<file path="config.mk">
export PLATFORM = sky130hd
export DESIGN_NAME = keypad_encoder_flat
export DESIGN_NICKNAME = d
export VERILOG_FILES = /design/src/rtl/keypad_encoder_if.sv /design/src/rtl/keypad_encoder.sv /design/src/flat_wrapper.sv
export SDC_FILE = /design/constraint.sdc
export NUM_CORES = 1
export LEC_CHECK = 0
export CAP_MARGIN = 40
export CORE_UTILIZATION = 55
export CTS_CLUSTER_SIZE = 16
export DETAILED_ROUTE_END_ITERATION = 10
export PLACE_DENSITY = 0.76
export SLEW_MARGIN = 5
export SYNTH_ARGS = -nofsm -noshare
export SYNTH_HDL_FRONTEND = slang
export SYNTH_SLANG_ARGS = --single-unit
</file>
<file path="constraint.sdc">
create_clock -name clk -period 3.7 [get_ports clk]
set_input_delay 1.11 -clock clk [delete_from_list [all_inputs] [get_ports clk]]
set_output_delay 1.11 -clock clk [all_outputs]
set_load 0.01 [all_outputs]
</file>
<file path="src/rtl/keypad_encoder_if.sv">
// Consumer-side bundle for keypad_encoder: key code FIFO head, valid/ready
// handshake and the sticky overflow flag with its clear.
interface keypad_encoder_if;
    logic [3:0] key_code;
    logic       key_valid;
    logic       key_ready;
    logic       overflow;
    logic       overflow_clr;

    modport master (
        output key_code,
        output key_valid,
        output overflow,
        input  key_ready,
        input  overflow_clr
    );

    modport slave (
        input  key_code,
        input  key_valid,
        input  overflow,
        output key_ready,
        output overflow_clr
    );
endinterface

</file>
<file path="src/rtl/keypad_encoder.sv">
// keypad_encoder: 16-button front-end. Synchronizes pb, optionally debounces
// (compile with KEYPAD_DEBOUNCE_EN), detects presses and queues one 4-bit key
// code per press in a DEPTH-entry FIFO popped through a valid/ready handshake.
module keypad_encoder #(
    parameter int unsigned DEPTH           = 4,
    parameter int unsigned DEBOUNCE_CYCLES = 4
) (
    input  logic              clk,
    input  logic              n_rst,
    input  logic [15:0]       pb,
    keypad_encoder_if.master  bus
);
    localparam int unsigned PW = $clog2(DEPTH);
    localparam logic [PW:0] DEPTH_C = DEPTH[PW:0];

    if (DEPTH < 2 || (DEPTH & (DEPTH - 1)) != 0) begin : g_bad_depth
        $error("DEPTH must be a power of 2 and at least 2");
    end
    if (DEBOUNCE_CYCLES < 1) begin : g_bad_db
        $error("DEBOUNCE_CYCLES must be at least 1");
    end

    logic [15:0]   s1_q, s2_q;
    logic [15:0]   clean;
    logic [15:0]   clean_d_q;
    logic [15:0]   pending_q, pending_d;
    logic [15:0]   rise, cand, push_bit;
    logic [3:0]    push_idx;
    logic [3:0]    mem_q [DEPTH];
    logic [PW-1:0] rd_ptr_q, wr_ptr_q;
    logic [PW:0]   count_q;
    logic          overflow_q, overflow_d;
    logic          valid, pop, push, space, lost;

    // Two-flop synchronizer for the asynchronous button levels
    always_ff @(posedge clk or negedge n_rst) begin
        if (!n_rst) begin
            s1_q <= '0;
            s2_q <= '0;
        end else begin
            s1_q <= pb;
            s2_q <= s1_q;
        end
    end

`ifdef KEYPAD_DEBOUNCE_EN
    localparam int unsigned DW = (DEBOUNCE_CYCLES > 1) ? $clog2(DEBOUNCE_CYCLES) : 1;
    localparam logic [DW-1:0] DB_MAX = DW'(DEBOUNCE_CYCLES - 1);

    logic [DW-1:0] db_cnt_q [16];
    logic [15:0]   clean_q;

    // Per-bit debounce: accept a new level only after it has been stable long enough
    always_ff @(posedge clk or negedge n_rst) begin
        if (!n_rst) begin
            clean_q <= '0;
            for (int i = 0; i < 16; i++) db_cnt_q[i] <= '0;
        end else begin
            for (int i = 0; i < 16; i++) begin
                if (s2_q[i] == clean_q[i]) begin
                    db_cnt_q[i] <= '0;
                end else if (db_cnt_q[i] == DB_MAX) begin
                    clean_q[i]  <= s2_q[i];
                    db_cnt_q[i] <= '0;
                end else begin
                    db_cnt_q[i] <= db_cnt_q[i] + 1'b1;
                end
            end
        end
    end

    assign clean = clean_q;
`else
    assign clean = s2_q;
`endif

    assign rise  = clean & ~clean_d_q;
    assign cand  = pending_q | rise;
    assign valid = (count_q != '0);
    assign pop   = valid & bus.key_ready;
    assign space = (count_q != DEPTH_C) | pop;
    assign push  = (cand != '0) & space;

    // Select the lowest-index candidate, update pending and detect lost presses
    always_comb begin
        push_idx = 4'd0;
        for (int i = 15; i >= 0; i--) begin
            if (cand[i]) push_idx = 4'(i);
        end
        push_bit   = push ? (cand & (~cand + 16'd1)) : 16'd0;
        pending_d  = cand & ~push_bit;
        // A repeat press of a still-pending button merges into it and is lost
        lost       = |(rise & pending_q & ~push_bit);
        overflow_d = overflow_q;
        if (bus.overflow_clr) overflow_d = 1'b0;
        if (lost)             overflow_d = 1'b1;
    end

    // Edge-detect history, pending set, FIFO pointers/count and overflow flag
    always_ff @(posedge clk or negedge n_rst) begin
        if (!n_rst) begin
            clean_d_q  <= '0;
            pending_q  <= '0;
            rd_ptr_q   <= '0;
            wr_ptr_q   <= '0;
            count_q    <= '0;
            overflow_q <= 1'b0;
        end else begin
            clean_d_q  <= clean;
            pending_q  <= pending_d;
            overflow_q <= overflow_d;
            if (push) wr_ptr_q <= wr_ptr_q + 1'b1;
            if (pop)  rd_ptr_q <= rd_ptr_q + 1'b1;
            if (push && !pop)      count_q <= count_q + 1'b1;
            else if (pop && !push) count_q <= count_q - 1'b1;
        end
    end

    // FIFO storage; contents are qualified by count so no reset is needed
    always_ff @(posedge clk) begin
        if (push) mem_q[wr_ptr_q] <= push_idx;
    end

    assign bus.key_valid = valid;
    assign bus.key_code  = valid ? mem_q[rd_ptr_q] : 4'd0;
    assign bus.overflow  = overflow_q;

endmodule

</file>
<file path="src/flat_wrapper.sv">
// flat-port wrapper written by rule: the top's interface ports become plain ports
module keypad_encoder_flat 
#(
    parameter int unsigned DEPTH           = 4,
    parameter int unsigned DEBOUNCE_CYCLES = 4
)
  (clk, n_rst, pb, bus_key_code, bus_key_valid, bus_overflow, bus_key_ready, bus_overflow_clr);
  keypad_encoder_if bus_i ();
  input  logic clk;
  input  logic n_rst;
  input  logic [15:0] pb;
  output wire logic [$bits(bus_i.key_code)-1:0] bus_key_code;
  output wire logic [$bits(bus_i.key_valid)-1:0] bus_key_valid;
  output wire logic [$bits(bus_i.overflow)-1:0] bus_overflow;
  input wire logic [$bits(bus_i.key_ready)-1:0] bus_key_ready;
  input wire logic [$bits(bus_i.overflow_clr)-1:0] bus_overflow_clr;
  assign bus_key_code = bus_i.key_code;
  assign bus_key_valid = bus_i.key_valid;
  assign bus_overflow = bus_i.overflow;
  assign bus_i.key_ready = bus_key_ready;
  assign bus_i.overflow_clr = bus_overflow_clr;
  keypad_encoder #(.DEPTH(DEPTH), .DEBOUNCE_CYCLES(DEBOUNCE_CYCLES)) u_core (.clk(clk), .n_rst(n_rst), .pb(pb), .bus(bus_i));
endmodule
</file>
**Word-level counts from Yosys, hierarchy flattened**

Memories as Yosys holds them, arrays and structs flattened.
Cells that the tools add are included.

- Register bits: 72
- Memory bits (writable): 16
- Input bits: 20
- Logic and storage cells: 60
- Memories kept: 1

- $add $sub $neg: 5
- Eq/ne operators: 1
- Multiplexer cells: 24
- Bitwise logic cells: 12
- Reduce and logical (&&, ||, !) cells: 9

Memories:

| memory | depth | width | rd ports | clocked after Yosys merged registers in | write ports | RTL line | source |
|---|---|---|---|---|---|---|---|
| u_core.mem_q | 4 | 4 | 1 | 0 | 1 | keypad_encoder.sv:29 | `logic [3:0] mem_q [DEPTH];` |

Operator list:

| cell | number |
|---|---|
| AND 16 bit | 5 |
| 2-to-1 mux 4 bit | 17 |
| inverter 16 bit | 3 |
| adder 16 x 1 -> 16 bit (second input constant) | 1 |
| 2-to-1 mux 16 bit | 1 |
| OR 16 bit | 1 |
| nonzero test 16 bit | 1 |
| OR reduction 16 bit | 1 |
| 2-to-1 mux 3 bit | 2 |
| adder 2 x 1 -> 2 bit (second input constant) | 2 |
| 2-to-1 mux 1 bit | 4 |
| nonzero test 2 bit | 2 |
| adder 3 x 1 -> 3 bit (second input constant) | 1 |
| inequality test 3 bit (second input constant) | 1 |
| nonzero test 3 bit | 1 |
| subtractor 3 x 1 -> 3 bit (second input constant) | 1 |
| AND 1 bit | 2 |
| logical AND 1 bit | 2 |
| zero test 1 bit | 2 |
| OR 1 bit | 1 |

**Logic depth before layout (Yosys ltp)**

- Word-level depth: 19
- Depth in mapped cells: 11
- Gate-level depth less buffers: 11

**Worst setup path before layout**

Ideal clock, no wire load.

- Kind: input to register
- From: input port bus_key_ready
- To: register u_core.count_q[1]
- Arrival time: 3.023 ns
- Data required time: 3.575 ns
- Slack: 0.553 ns
- Cell stages on the path: 7
- Buffers on the path: 0
- Cell sequence: nor4b_1 -> o21bai_2 -> inv_1 -> ha_1 -> inv_1 -> fa_1 -> mux2_2

- Longest elaborated chain between the ends: 6
- Elaborated cells on any way between the ends: 9
- Classes of those cells: 1 x mux; 3 x bitwise; 5 x reduce/logical

RTL lines:

| element | RTL line | source |
|---|---|---|
| from (decl) | flat_wrapper.sv:15 | `input wire logic [$bits(bus_i.key_ready)-1:0] bus_key_ready;` |
| AND 1 bit (*) | keypad_encoder.sv:80 | `assign pop = valid & bus.key_ready;` |
| OR 1 bit (*) | keypad_encoder.sv:81 | `assign space = (count_q != DEPTH_C) \| pop;` |
| AND 1 bit (*) | keypad_encoder.sv:82 | `assign push = (cand != '0) & space;` |
| net u_core.push | keypad_encoder.sv:33 | `logic valid, pop, push, space, lost;` |
| zero test 1 bit | keypad_encoder.sv:115 | `else if (pop && !push) count_q <= count_q - 1'b1;` |
| logical AND 1 bit | keypad_encoder.sv:115 |  |
| nonzero test 2 bit (no line) | - |  |
| to (signal assigned) | keypad_encoder.sv:114 | `if (push && !pop) count_q <= count_q + 1'b1;` |
| to (signal assigned) | keypad_encoder.sv:115 |  |
| to (decl) | keypad_encoder.sv:31 | `logic [PW:0] count_q;` |

The timed path passes the listed nets; every way through them passes the cells marked *.
A chain may end at the register's enable or synchronous reset.

**Worst setup path in the final report**

Ends and elaborated chain as after synthesis.

==> reports/results.md <==
* finished clean — result of the run
* 0 — count of yosys warnings during synthesis
* no — setup repair after global routing missed its margin
* 14.7 microns — routed len/inst
* 3930 ps — data required time at the worst endpoint
* 0.00346 sq mm — synthesized area
* 0.00599 sq mm — core footprint
* 25 — Port Buffers
* u_core.clean[11]$_DFF_PN0_ — startpoint of the most critical register-to-register path
* 438 — number of inserted filler cells in the final layout
* 2098 — via count of the first global-routing pass
* 0 — post-CTS setup buffers
* 0 — gr ovfl total
* 0.891 — placer congestion estimate
* 88 — flip-flop and latch count after synthesis
* 277 — number of nets in the synthesized netlist
* 0 — number of remaining DRC errors
* 52.0% — area share of the largest cell type after synthesis
* 80 ps — CTS clock-pin slew for the worst setup and hold paths
* 461 ps — Final Worst Setup Slack
* 0 — setup violators final
* 309 MHz — FMAX
* 0 — number of buffers inserted by hold repair at cts
* 2 — CTS max path bufs
* 17.0% — layout cells sized above 1
* 350 ps — insertion delay of the later-clocked pin in the worst-skew pair
* 450 ps — crit-path max cell delay
* 4 — detailed-router iteration count before antenna repair
* 0.00228 sq mm — Reg area
* sky130_fd_sc_hd__clkbuf_8 — cell at the root of the clock tree
* 3470 ps — data arrival time of the critical path
* 39 — maximum number of pins on one net before global-route repair
* 45.7% — max-slew headroom at the worst pin
* sky130_fd_sc_hd__dfrtp_1 52%, sky130_fd_sc_hd__edfxtp_1 14%, sky130_fd_sc_hd__nor2_1 2.7%, sky130_fd_sc_hd__mux4_2 2.6%, sky130_fd_sc_hd__nor4_4 2.5% — biggest area contributors in the synthesized netlist
* 81.4 microns — vertical die dimension
* 16.6% — area overhead of the layout relative to synthesis
* done — CTS tree
* 120 ps — post-placement setup slack
* 0 — count of final max-slew check failures
* 65.9% — sequential share of the synthesized area
* 48 — number of distinct library cells after synthesis
* 2054 — via count
* flip-flop — critical path capture point type
* 81.8% — Post-synth ARST share
* 79 — drt first-iter violations
* 10 — R2R cell count
* 315 — count of nets after finishing
* sky130_fd_sc_hd__dfrtp_1 — top cell type by total area after synthesis
* 19.6% — GRT Overall Usage
* input pin to flip-flop — type of the setup path with the least slack
* 0.00662 sq mm — DIE AREA
* 57.8% — effective utilization at floorplan
* 1.60 nW — leakage component of the power
* 88 — clock sink total
* bus_key_ready — Setup crit start
* 780 ps — reg-to-reg setup timing slack
* sky130_fd_sc_hd__dfrtp_1 — leading register cell type out of synthesis
* 5.57 — via density per instance
* 343 uV — IR drop worst, VDD
* sky130_fd_sc_hd__clkdlybuf4s50_1 — cell with the largest stage delay on the worst path
* 81.4 microns — width of the chip
* 87.5% — Period Utilization, post-route
* 0 — count of endpoints failing hold in the final timing report
* 0.00404 sq mm — post-route cell area
* u_core.clean[9]$_DFF_PN0_ — endpoint with the worst hold slack
* u_core.count_q[1]$_DFFE_PN0P_ — critical register-to-register path endpoint
* 9 — number of buffers created by CTS
* 3 — maximum level of the CTS H-tree
* 0 ps — Fin Setup TNS
* 16 — number of synthesized flops with an enable pin
* 4130 microns — post-DP HPWL
* 814 ps — transition time at the pin with the least slew margin
* 26 — boundary pin count
* u_core.s1_q[9]$_DFF_PN0_ — worst min-delay path startpoint
* clkdlybuf4s50_1, nor4b_1, o21bai_2, inv_1, ha_1, inv_1, fa_1, mux2_2 — cell chain of the critical path
* 0 — worst hold path stage count
* 0 — antenna diode count
* 6.11 ps — worst setup skew after layout
* 0.00116 sq mm — area of the multi-input gates
* input pin — startpoint type of the worst setup path
* 251 — number of instances in the synthesized netlist
* 0 — Max Cap Viol
* 9290 microns — wire length of the first global-routing pass
* 3240 ps — minimum clock period after layout
* 5410 microns — total wirelength of the detailed-routed design
* sky130_fd_sc_hd__inv_1 — most frequent cell on the critical path
* 13.8 sq um — synthesized area per cell
* flip-flop to flip-flop — worst min-delay path class
* 8 — largest fanout of any net on the critical path
* 28 — Core Rows
* 0.00383 sq mm — placed inst area
* 0 — PostCTS Resize Cnt
* 0 — number of antenna violations at the first check in global routing
* 0 — residual antenna-violating net count after detailed routing
* 624 mW/mm^2 — Cell Pwr Density
-- area by class of cell --
cell class | instances | area share (%)
clock buffers | 11 | 3.75
clock inverters | 5 | 1.52
inverters | 4 | 0.372
multi-input cells | 157 | 28.7
flip-flops and latches | 88 | 56.5
well taps | 75 | 2.32
repair buffers | 29 | 6.82
-- placed cells by master, fill, tap and decap left out, types with 2 or more instances in the layout --
cell type / synthesis / routed
sky130_fd_sc_hd__dfrtp_1: 72 / 72
sky130_fd_sc_hd__nor2_1: 25 / 25
sky130_fd_sc_hd__clkdlybuf4s50_1: 0 / 24
sky130_fd_sc_hd__nand2_1: 17 / 17
sky130_fd_sc_hd__edfxtp_1: 16 / 16
sky130_fd_sc_hd__a21oi_1: 14 / 14
sky130_fd_sc_hd__and2_1: 11 / 11
sky130_fd_sc_hd__clkbuf_8: 0 / 11
sky130_fd_sc_hd__nor2b_2: 6 / 6
sky130_fd_sc_hd__a31oi_1: 6 / 6
sky130_fd_sc_hd__nor2b_1: 5 / 5
sky130_fd_sc_hd__o21ai_0: 5 / 5
sky130_fd_sc_hd__ha_1: 5 / 5
sky130_fd_sc_hd__nor4_4: 4 / 4
sky130_fd_sc_hd__nor4_1: 4 / 4
sky130_fd_sc_hd__inv_1: 4 / 4
sky130_fd_sc_hd__mux4_2: 4 / 4
sky130_fd_sc_hd__xnor2_1: 4 / 4
sky130_fd_sc_hd__buf_4: 0 / 4
sky130_fd_sc_hd__nor2b_4: 3 / 3
sky130_fd_sc_hd__nand4_1: 3 / 3
sky130_fd_sc_hd__o31ai_1: 3 / 3
sky130_fd_sc_hd__nand3_1: 3 / 3
sky130_fd_sc_hd__and2b_1: 2 / 2
sky130_fd_sc_hd__nor4_2: 2 / 2
sky130_fd_sc_hd__or3_1: 2 / 2
sky130_fd_sc_hd__or2_2: 2 / 2
sky130_fd_sc_hd__o21a_1: 2 / 2
sky130_fd_sc_hd__a2bb2oi_1: 2 / 2
sky130_fd_sc_hd__xor2_1: 2 / 2
sky130_fd_sc_hd__mux2_2: 2 / 2
-- worst max-delay path by stage --
stage	endpoint	slack [ps]
after floorplan	u_core.count_q[1]$_DFFE_PN0P_	550
after global placement	u_core.count_q[1]$_DFFE_PN0P_	190
after detailed placement	u_core.count_q[1]$_DFFE_PN0P_	120
after CTS	u_core.count_q[1]$_DFFE_PN0P_	470
after global routing	u_core.count_q[1]$_DFFE_PN0P_	320
final	u_core.count_q[1]$_DFFE_PN0P_	460
-- synth_stat cells (4+ instances only) --
library cell	number
sky130_fd_sc_hd__nand2_1	17
sky130_fd_sc_hd__o21ai_0	5
sky130_fd_sc_hd__xnor2_1	4
sky130_fd_sc_hd__inv_1	4
sky130_fd_sc_hd__mux4_2	4
sky130_fd_sc_hd__dfrtp_1	72
sky130_fd_sc_hd__nor4_1	4
sky130_fd_sc_hd__and2_1	11
sky130_fd_sc_hd__nor2b_1	5
sky130_fd_sc_hd__ha_1	5
sky130_fd_sc_hd__nor2b_2	6
sky130_fd_sc_hd__a31oi_1	6
sky130_fd_sc_hd__nor2_1	25
sky130_fd_sc_hd__a21oi_1	14
sky130_fd_sc_hd__nor4_4	4
sky130_fd_sc_hd__edfxtp_1	16
-- logic make-up after synthesis --
family	count (synthesis)	synth area share, %
AO/OA/AOI/OAI	42	7.87
XOR/XNOR	6	1.52
adder cells (fa/ha/maj)	6	2.38
buffers and inverters	6	0.650
flip-flops	88	65.9
multiplexers	6	3.25
AND/OR/NAND/NOR	97	18.5
-- per-layer routing --
layer	part of all wire, %	GRT usage, %
met2	49	31.8
met1	44	23.6
met4	3.4	13.2
met3	3.0	4.04
met5	0	0
-- report_power, final --
group / leakage (nW) / internal, mW / switching [mW] / total [mW]
sequential: 0.963 / 1.16 / 0.111 / 1.27
combinational: 0.527 / 0.316 / 0.257 / 0.573
clock: 0.106 / 0.353 / 0.320 / 0.673
-- state kept, by name, summed over array words and instances, names as in the netlist --
name                 cells
u_core.wr_ptr_q          2
u_core.bus.overflow      1
u_core.pending_q        16
u_core.s1_q             16
u_core.mem_q            16
u_core.count_q           3
u_core.clean_d_q        16
u_core.rd_ptr_q          2
u_core.clean            16
-- critical path, delay by kind of cell --
| kind | cells | cell delay, ps |
|---|---|---|
| compound gates | 1 | 290 |
| buf+inv | 3 | 730 |
| fa+ha+maj | 2 | 680 |
| mux | 1 | 270 |
| simple gates | 1 | 390 |
-- through the flow --
stage | hold WS (ps) | instances | total power, mW | util, %
6_report | 351 | 369 | 2.52 | 67.4
5_1_grt | 359 | 369 | 2.66 | 67.4
4_1_cts | 354 | 369 | 2.55 | 67.4
3_5_place_dp | 335 | 353 | 1.88 | 63.9
3_3_place_gp | 332 | 353 | 1.85 | 63.9
2_1_floorplan | 331 | 251 | 1.66 | -
Note: power is estimated with default switching activity, not from simulation.
